[src/rtl/key_strobe_gen_pkg.sv]
`default_nettype none
// ============================================================================
//  Module  : key_strobe_gen_pkg
//  Brief   : Shared FSM encodings, default timing constants and width helper
//            for the key strobe generator.
//  Rev     : 1.0  initial release
// ============================================================================
package key_strobe_gen_pkg;

    typedef enum logic {
        ST_IDLE = 1'b0,
        ST_HELD = 1'b1
    } state_e;

    // Board build: 20 ms debounce, 0.5 s auto-repeat at 50 MHz
    localparam int unsigned c_DEB_BOARD = 1_000_000;
    localparam int unsigned c_REP_BOARD = 25_000_000;
    localparam int unsigned c_DEB_SIM   = 4;
    localparam int unsigned c_REP_SIM   = 10;

    function automatic int unsigned f_cnt_w(input int unsigned n);
        return (n <= 2) ? 1 : $clog2(n);
    endfunction

endpackage
`default_nettype wire

[src/rtl/key_debounce.sv]
`default_nettype none
// ============================================================================
//  Module  : key_debounce
//  Brief   : One key: 2-flop synchronizer, polarity inversion and steady-level
//            counter; exposes the accepted level and its next value.
//  Rev     : 1.0  initial release
// ============================================================================
module key_debounce
    import key_strobe_gen_pkg::*;
#(
    parameter int unsigned DEBOUNCE_CYCLES = c_DEB_BOARD
) (
    input  logic clk50m_i,
    input  logic rst_i,
    input  logic key_i,
    output logic stable_o,
    output logic stable_next_o
);

    localparam int unsigned     c_CW   = f_cnt_w(DEBOUNCE_CYCLES);
    localparam logic [c_CW-1:0] c_LAST = c_CW'(DEBOUNCE_CYCLES - 1);

    logic            sync1_q;
    logic            sync2_q;
    logic            stable_q;
    logic            stable_d;
    logic [c_CW-1:0] cnt_q;
    logic [c_CW-1:0] cnt_d;
    logic            w_pressed;

    always_ff @(posedge clk50m_i) begin
        if (rst_i) begin
            sync1_q  <= 1'b1;
            sync2_q  <= 1'b1;
            stable_q <= 1'b0;
            cnt_q    <= '0;
        end else begin
            sync1_q  <= key_i;
            sync2_q  <= sync1_q;
            stable_q <= stable_d;
            cnt_q    <= cnt_d;
        end
    end

    // Any cycle agreeing with the accepted level restarts the count
    always_comb begin
        w_pressed = ~sync2_q;
        stable_d  = stable_q;
        cnt_d     = '0;
        if (w_pressed != stable_q) begin
            if (cnt_q == c_LAST) begin
                stable_d = w_pressed;
            end else begin
                cnt_d = cnt_q + 1'b1;
            end
        end
    end

    assign stable_o      = stable_q;
    assign stable_next_o = stable_d;

endmodule
`default_nettype wire

[src/rtl/key_strobe_gen.sv]
`default_nettype none
// ============================================================================
//  Module  : key_strobe_gen
//  Brief   : Debounced active-low keys to pressed vector plus one-cycle enable
//            strobe on new presses and on auto-repeat while held.
//  Rev     : 1.0  initial release
// ============================================================================
module key_strobe_gen
    import key_strobe_gen_pkg::*;
#(
    parameter int unsigned KEY_W           = 4,
    parameter int unsigned DEBOUNCE_CYCLES = c_DEB_BOARD,
    parameter int unsigned REPEAT_CYCLES   = c_REP_BOARD
) (
    input  logic             clk50m_i,
    input  logic             rst_i,
    input  logic [KEY_W-1:0] key_i,
    output logic [KEY_W-1:0] data_o,
    output logic             enable_o,
    output logic             busy_o
);

    localparam int unsigned     c_TW       = f_cnt_w(REPEAT_CYCLES);
    localparam logic [c_TW-1:0] c_REP_LAST = c_TW'((REPEAT_CYCLES == 0) ? 0 : REPEAT_CYCLES - 1);
    localparam logic            c_REP_EN   = (REPEAT_CYCLES != 0);

    logic [KEY_W-1:0] w_stable;
    logic [KEY_W-1:0] w_stable_next;
    logic             w_press_evt;

    state_e           state_q;
    state_e           state_d;
    logic [c_TW-1:0]  timer_q;
    logic [c_TW-1:0]  timer_d;
    logic [KEY_W-1:0] data_q;
    logic [KEY_W-1:0] data_d;
    logic             enable_q;
    logic             enable_d;

    generate
        for (genvar g = 0; g < KEY_W; g++) begin : g_key
            key_debounce #(
                .DEBOUNCE_CYCLES(DEBOUNCE_CYCLES)
            ) u_deb (
                .clk50m_i      (clk50m_i),
                .rst_i         (rst_i),
                .key_i         (key_i[g]),
                .stable_o      (w_stable[g]),
                .stable_next_o (w_stable_next[g])
            );
        end
    endgenerate

    assign w_press_evt = |(w_stable_next & ~w_stable);

    always_ff @(posedge clk50m_i) begin
        if (rst_i) begin
            state_q  <= ST_IDLE;
            timer_q  <= '0;
            data_q   <= '0;
            enable_q <= 1'b0;
        end else begin
            state_q  <= state_d;
            timer_q  <= timer_d;
            data_q   <= data_d;
            enable_q <= enable_d;
        end
    end

    // Release-all beats a new press, which beats repeat expiry
    always_comb begin
        state_d  = state_q;
        timer_d  = timer_q;
        data_d   = data_q;
        enable_d = 1'b0;
        case (state_q)
            ST_IDLE: begin
                if (w_press_evt) begin
                    state_d  = ST_HELD;
                    enable_d = 1'b1;
                    data_d   = w_stable_next;
                    timer_d  = '0;
                end
            end
            ST_HELD: begin
                if (w_stable_next == '0) begin
                    state_d = ST_IDLE;
                    timer_d = '0;
                end else if (w_press_evt) begin
                    enable_d = 1'b1;
                    data_d   = w_stable_next;
                    timer_d  = '0;
                end else if (c_REP_EN) begin
                    if (timer_q == c_REP_LAST) begin
                        enable_d = 1'b1;
                        data_d   = w_stable_next;
                        timer_d  = '0;
                    end else begin
                        timer_d = timer_q + 1'b1;
                    end
                end
            end
            default: state_d = ST_IDLE;
        endcase
    end

    assign data_o   = data_q;
    assign enable_o = enable_q;
    assign busy_o   = (state_q == ST_HELD);

endmodule
`default_nettype wire
[config.mk]
export PLATFORM = sky130hd
export DESIGN_NAME = key_strobe_gen
export DESIGN_NICKNAME = d
export VERILOG_FILES = /design/src/rtl/key_strobe_gen_pkg.sv /design/src/rtl/key_debounce.sv /design/src/rtl/key_strobe_gen.sv
export SDC_FILE = /design/constraint.sdc
export NUM_CORES = 1
export LEC_CHECK = 0
export ABC_AREA = 0
export CAP_MARGIN = 20
export CORE_MARGIN = 1.5
export CORE_UTILIZATION = 61
export CTS_CLUSTER_SIZE = 24
export DETAILED_ROUTE_END_ITERATION = 16
export PLACE_DENSITY = 0.74
export RECOVER_POWER = 50
export SKIP_CTS_REPAIR_TIMING = 1
export SLEW_MARGIN = 30
export SYNTH_ARGS = -nofsm -noshare
export SYNTH_HDL_FRONTEND = slang
export SYNTH_HIERARCHICAL = 1
export SYNTH_SLANG_ARGS = --single-unit
[constraint.sdc]
create_clock -name clk50m_i -period 5.2 [get_ports clk50m_i]
set_input_delay 0.78 -clock clk50m_i [delete_from_list [all_inputs] [get_ports clk50m_i]]
set_output_delay 0.78 -clock clk50m_i [all_outputs]
set_load 0.005 [all_outputs]
-- Yosys cells after proc, flatten, opt, wreduce, memory -nomap -nowiden
Cells that the tools add are included.
- register bits: 123
- word-level logic and storage cells: 80
- $add $sub $neg: 5
- equal/unequal tests: 12
- muxes and demuxes: 25
- bitwise logic cells: 11
- reductions and logical operators: 7
- operator list (kind ; number):
    25-bit 2-to-1 mux ; 4
    20-bit by 1-bit adder with 20-bit output (second input constant) ; 4
    20-bit equality test (second input constant) ; 4
    25-bit one-hot mux with 2 select lines ; 1
    25-bit by 1-bit adder with 25-bit output (second input constant) ; 1
    25-bit equality test (second input constant) ; 1
    4-bit 2-to-1 mux ; 4
    1-bit 2-to-1 mux ; 13
    3-bit OR reduction ; 4
    1-bit inverter ; 9
    4-bit one-hot mux with 2 select lines ; 1
    4-bit AND ; 1
    4-bit zero test ; 1
    1-bit inequality test ; 4
    2-bit inequality test (second input constant) ; 2
    4-bit inverter ; 1
    1-bit one-hot mux with 2 select lines ; 2
    4-bit OR reduction ; 1
    3-bit by 2-bit inequality test with 1-bit output (second input constant) ; 1
    3-bit AND reduction ; 1

-- Longest topological paths before layout
- word-level depth: 8
- gate-level depth with buffers: 11
- mapped depth without buffers: 10

-- Hierarchy
Netlist, hierarchy kept.
- by module, submodules not included (module ; times used ; cells an instance ; area each (sq um)):
    key_debounce ; 4 ; 113 ; 1043.5
    key_strobe_gen ; 1 ; 212 ; 1752.9

-- Worst setup path before layout
OpenSTA, ideal clock, no wires.
- kind: register -> register
- from: reg g_key[0].u_deb.cnt_q[11]
- to: reg timer_q[20]
- setup time: 74 ps
- data arrival time: 2832 ps
- required time: 5126 ps
- slack: 2293 ps
- cell stages (with the launch flop): 11
- path buffers: 1
- cells stage by stage: dfxtp_1 or4b_4 nor4_4 nand2_1 mux2i_1 nor4_1 nand2b_1 a2111oi_2 clkbuf_1 o21ai_0 a31oi_1
- word-level cells in the longest chain between the ends: 8
- elaborated cells between the ends (all ways): 10
- those cells by class: 2 x eq/ne; 5 x mux; 1 x bitwise; 2 x reduce/logical
- RTL lines (what ; RTL line ; text):
    start, declared ; key_debounce.sv:27 ; logic [c_CW-1:0] cnt_q;
    start signal, assigned ; key_debounce.sv:41 ; cnt_q <= cnt_d;
    20-bit equality test (*) ; key_debounce.sv:51 ; if (cnt_q == c_LAST) begin
    1-bit 2-to-1 mux (*) ; key_debounce.sv:51 ;
    1-bit 2-to-1 mux (*) ; key_debounce.sv:50 ; if (w_pressed != stable_q) begin
    4-bit AND ; key_strobe_gen.sv:54 ; assign w_press_evt = |(w_stable_next & ~w_stable);
    4-bit OR reduction ; key_strobe_gen.sv:54 ;
    25-bit 2-to-1 mux ; key_strobe_gen.sv:89 ; end else if (w_press_evt) begin
    25-bit 2-to-1 mux ; key_strobe_gen.sv:86 ; if (w_stable_next == '0) begin
    25-bit one-hot mux with 2 select lines ; key_strobe_gen.sv:76 ; case (state_q)
    end signal, assigned ; key_strobe_gen.sv:64 ; timer_q <= timer_d;
    end, declared ; key_strobe_gen.sv:33 ; logic [c_TW-1:0] timer_q;
Every way passes the cells marked *; elsewhere a longest branch is shown, timed or not.
A chain may end at the register's enable or synchronous reset.

-- Worst setup path after layout
- from: reg g_key[0].u_deb.cnt_q[9]
- to: reg timer_q[8]
Same word-level chain as after synthesis.

==> flow_summary.rst <==
.. list-table::
   :header-rows: 1

   * - Metric
     - Value
   * - Top cell types by occurrence after synthesis
     - 123 x sky130_fd_sc_hd__dfxtp_1, 75 x sky130_fd_sc_hd__nor2_1, 41 x sky130_fd_sc_hd__nand2_1, 40 x sky130_fd_sc_hd__xnor2_1, 39 x sky130_fd_sc_hd__nand3_1
   * - Number of max-cap violations
     - 0
   * - Top cells by area in the synthesized netlist
     - sky130_fd_sc_hd__dfxtp_1 42%, sky130_fd_sc_hd__xnor2_1 5.9%, sky130_fd_sc_hd__nor2_1 4.7%, sky130_fd_sc_hd__nand3_1 3.3%, sky130_fd_sc_hd__xor2_1 3.1%
   * - Number of optimization iterations in the first detailed-route pass
     - 5
   * - Ports placed on the boundary
     - 12
   * - Synthesis Warnings
     - 6
   * - Vias in the first global route
     - 4588
   * - Critical path endpoint category
     - flip-flop
   * - Outcome
     - finished clean
   * - Arrival time at the worst endpoint
     - 3.79 ns
   * - Die Footprint
     - 10300 µm²
   * - Final worst-path cycle share
     - 65.2%
   * - Proportion of netlist area held by the largest area contributor
     - 41.5%
   * - Iteration-0 DRC Markers
     - 163
   * - Post-detailed-routing wire length
     - 11700 µm
   * - M1 wire length
     - 5200 µm
   * - Worst hold path type
     - reg -> reg
   * - Top flip-flop cell by instance count after synthesis
     - sky130_fd_sc_hd__dfxtp_1
   * - Average footprint of a synthesized cell
     - 8.93 µm²
   * - TritonCTS clock tree
     - yes
   * - FFs w/ async S/R, synth
     - 0%
   * - First-pass GRT wire length
     - 20000 µm
   * - Leakage power summed over all cells
     - 2.00 nW
   * - Die Y
     - 102 µm
   * - Synth Net Count
     - 675
   * - Clock sink total
     - 123
   * - Amount of wire on met3 after detailed routing
     - 449 µm
   * - RSZ-0062 raised after global routing
     - false
   * - Sequential area share after synthesis
     - 41.5%
   * - Worst skew pair latency
     - 0.52 ns
   * - Post-route DRC violation count
     - 0
   * - Buffer type at the clock tree root
     - sky130_fd_sc_hd__clkbuf_8
   * - Gp weighted congestion
     - 0.838
   * - Register-to-Register Setup Slack
     - 1.81 ns
   * - Cell Count, Final, Fillers Out
     - 816
   * - Worst Hold Slack
     - 0.406 ns
   * - Clock buffers created by TritonCTS
     - 17
   * - Final Hold Viols
     - 0
   * - Core area
     - 9330 µm²
   * - Worst slew pin tran
     - 1.22 ns
   * - Ratio of cells with drive above 1 in the final layout
     - 11.1%
   * - Min Tclk post-route
     - 3.39 ns
   * - Worst reg2reg endpoint
     - timer_q[8]
   * - Number of antenna violations at the first check in global routing
     - 0
   * - Number of rows created at floorplan
     - 35
   * - Remaining Overflow, GRT
     - 0
   * - Beginning of the worst hold path
     - g_key[2].u_deb/sync1_q
   * - Synthesized netlist cell count
     - 664
   * - Final setup violation count
     - 0
   * - Register-to-Register Path Depth
     - 10
   * - Clock transition at path regs
     - 0.06 ns
   * - Total power of the final layout
     - 2.07 mW
   * - Setup clock skew after layout
     - 0.00986 ns
   * - Total negative setup slack
     - 0 ns
   * - Layout fillers
     - 744
   * - Detailed-route wire length per cell
     - 14.4 µm
   * - Count of unique library cells instantiated by Yosys
     - 59
   * - Via count
     - 4780
   * - Hold path endpoint
     - g_key[2].u_deb/sync2_q
   * - Buffers added on ports
     - 11
   * - Ant diodes
     - 0
   * - Reg2reg start
     - g_key[0].u_deb/cnt_q[9]
   * - Aggregate global-route resource usage
     - 24.5%
   * - Final-report max-slew violation count
     - 0
   * - Maximum ir drop on the vdd rail
     - 0.244 mV
   * - Power density cells
     - 313 nW/µm²
   * - EDFF count, synth
     - 0
   * - Starting Density
     - 63.5%
   * - CP startpoint kind
     - flip-flop
   * - Mapped Area
     - 5930 µm²
   * - Width of the die
     - 102 µm
   * - Tightest slew margin relative to the limit
     - 18.7%
   * - Critical path origin
     - g_key[0].u_deb/cnt_q[9]
   * - Top routing layer in use
     - met4
   * - Syn-to-layout area delta
     - 11.6%
   * - Net count of the finished layout
     - 685
   * - Achievable clock frequency
     - 295 MHz
   * - Maximum number of pins on one net before global-route repair
     - 33
   * - Instance count along the most critical hold path
     - 1
   * - Core utilization of the finished layout
     - 70.9%
   * - Most instantiated library cell after synthesis
     - sky130_fd_sc_hd__dfxtp_1
   * - Level count of the clock H-tree
     - 4
   * - Number of synthesized register bits
     - 123
   * - Dominant cell type by area after synthesis
     - sky130_fd_sc_hd__dfxtp_1
   * - Antenna-violating nets left
     - 0
   * - Clock Tree Buf Depth
     - 2
   * - Met2 wire length
     - 5920 µm
   * - WS Path Type
     - reg -> reg
   * - Data required, critical path
     - 5.60 ns
   * - Cells after DPL
     - 784
   * - Post-detail-place hpwl
     - 7800 µm
   * - Vias per Instance
     - 5.86
   * - Peak fanout along the critical path
     - 16
-- where the power goes --
group | switching [mW] | internal (mW) | total (mW)
Sequential | 0.00247 | 0.947 | 0.949
Clock | 0.411 | 0.689 | 1.10
Combinational | 0.0138 | 0.00985 | 0.0236
Total | 0.427 | 1.65 | 2.07
-- cell families after synthesis --
logic type	Yosys count	share of synthesized area, %
AOI/OAI and AO/OA	87	9.69
xor gates and xnor gates	62	9.29
adders and majority gates	5	1.06
buffers and inverters	48	4.45
DFF	123	41.5
muxes	9	1.54
and+or+nand+nor	330	32.4
-- per-stage QoR --
step                setup slack [ns]  cell area [µm²]
floorplan                       2.29             5930
global placement                1.99             6050
detailed placement              1.90             6050
CTS                             1.84             6610
global route                    1.58             6610
finish                          1.81             6610
-- worst max-delay path by stage --
stage / endpoint / cells after the start
floorplan: timer_q[20] / 10
CTS: timer_q[8] / 10
detailed placement: timer_q[8] / 10
global route: timer_q[8] / 10
finish: timer_q[8] / 10
global placement: timer_q[15] / 9
-- flip-flops by register name (all words and copies together), names as in the netlist --
register / cells
enable_o: 1
g_key.u_deb/sync1_q: 4
data_o: 4
g_key.u_deb/cnt_q: 80
g_key.u_deb/stable_o: 4
busy_o: 1
g_key.u_deb/sync2_q: 4
timer_q: 25
-- cell type report --
| class | instances | area [µm²] | share of cell area, % |
|---|---|---|---|
| Clock buffer | 20 | 435 | 6.58 |
| Clock inverter | 12 | 124 | 1.87 |
| Inverter | 26 | 97.6 | 1.48 |
| Multi-Input combinational cell | 493 | 3210 | 48.6 |
| Sequential cell | 123 | 2460 | 37.2 |
| Tap cell | 129 | 161 | 2.44 |
| Timing Repair Buffer | 13 | 121 | 1.84 |
-- placed cells by master, fill, tap and decap left out, types with 15 or more instances in the layout --
master                      Yosys  layout
sky130_fd_sc_hd__dfxtp_1      123     123
sky130_fd_sc_hd__nor2_1        75      75
sky130_fd_sc_hd__nand2_1       41      41
sky130_fd_sc_hd__xnor2_1       40      40
sky130_fd_sc_hd__nand3_1       39      39
sky130_fd_sc_hd__a21oi_1       29      28
sky130_fd_sc_hd__nand2b_1      27      27
sky130_fd_sc_hd__inv_1         26      26
sky130_fd_sc_hd__xor2_1        21      21
sky130_fd_sc_hd__nor4_1        20      19
sky130_fd_sc_hd__nor3_1        19      19
sky130_fd_sc_hd__a31oi_1       17      17
sky130_fd_sc_hd__or3_1         16      16
sky130_fd_sc_hd__clkbuf_16      0      16
sky130_fd_sc_hd__nand4_1       15      15
-- layer usage --
layer | GRT usage [%] | vias up
met1 | 29.0 | 2263
met3 | 6.69 | 16
li1 | - | 2405
met4 | 11.4 | 0
met2 | 41.2 | 96
met5 | 0 | -
-- worst max-delay path, stage by stage, from the launching register on --
cell	delay (ns)
sky130_fd_sc_hd__dfxtp_1	0.42
sky130_fd_sc_hd__or4b_1	0.51
sky130_fd_sc_hd__nor4_4	0.31
sky130_fd_sc_hd__nand2_1	0.13
sky130_fd_sc_hd__mux2i_1	0.19
sky130_fd_sc_hd__nor4_1	0.70
sky130_fd_sc_hd__nand2b_1	0.27
sky130_fd_sc_hd__a2111oi_2	0.05
sky130_fd_sc_hd__buf_4	0.25
sky130_fd_sc_hd__and3_1	0.19
sky130_fd_sc_hd__a221o_1	0.25
Note: power is estimated with default switching activity, not from simulation.
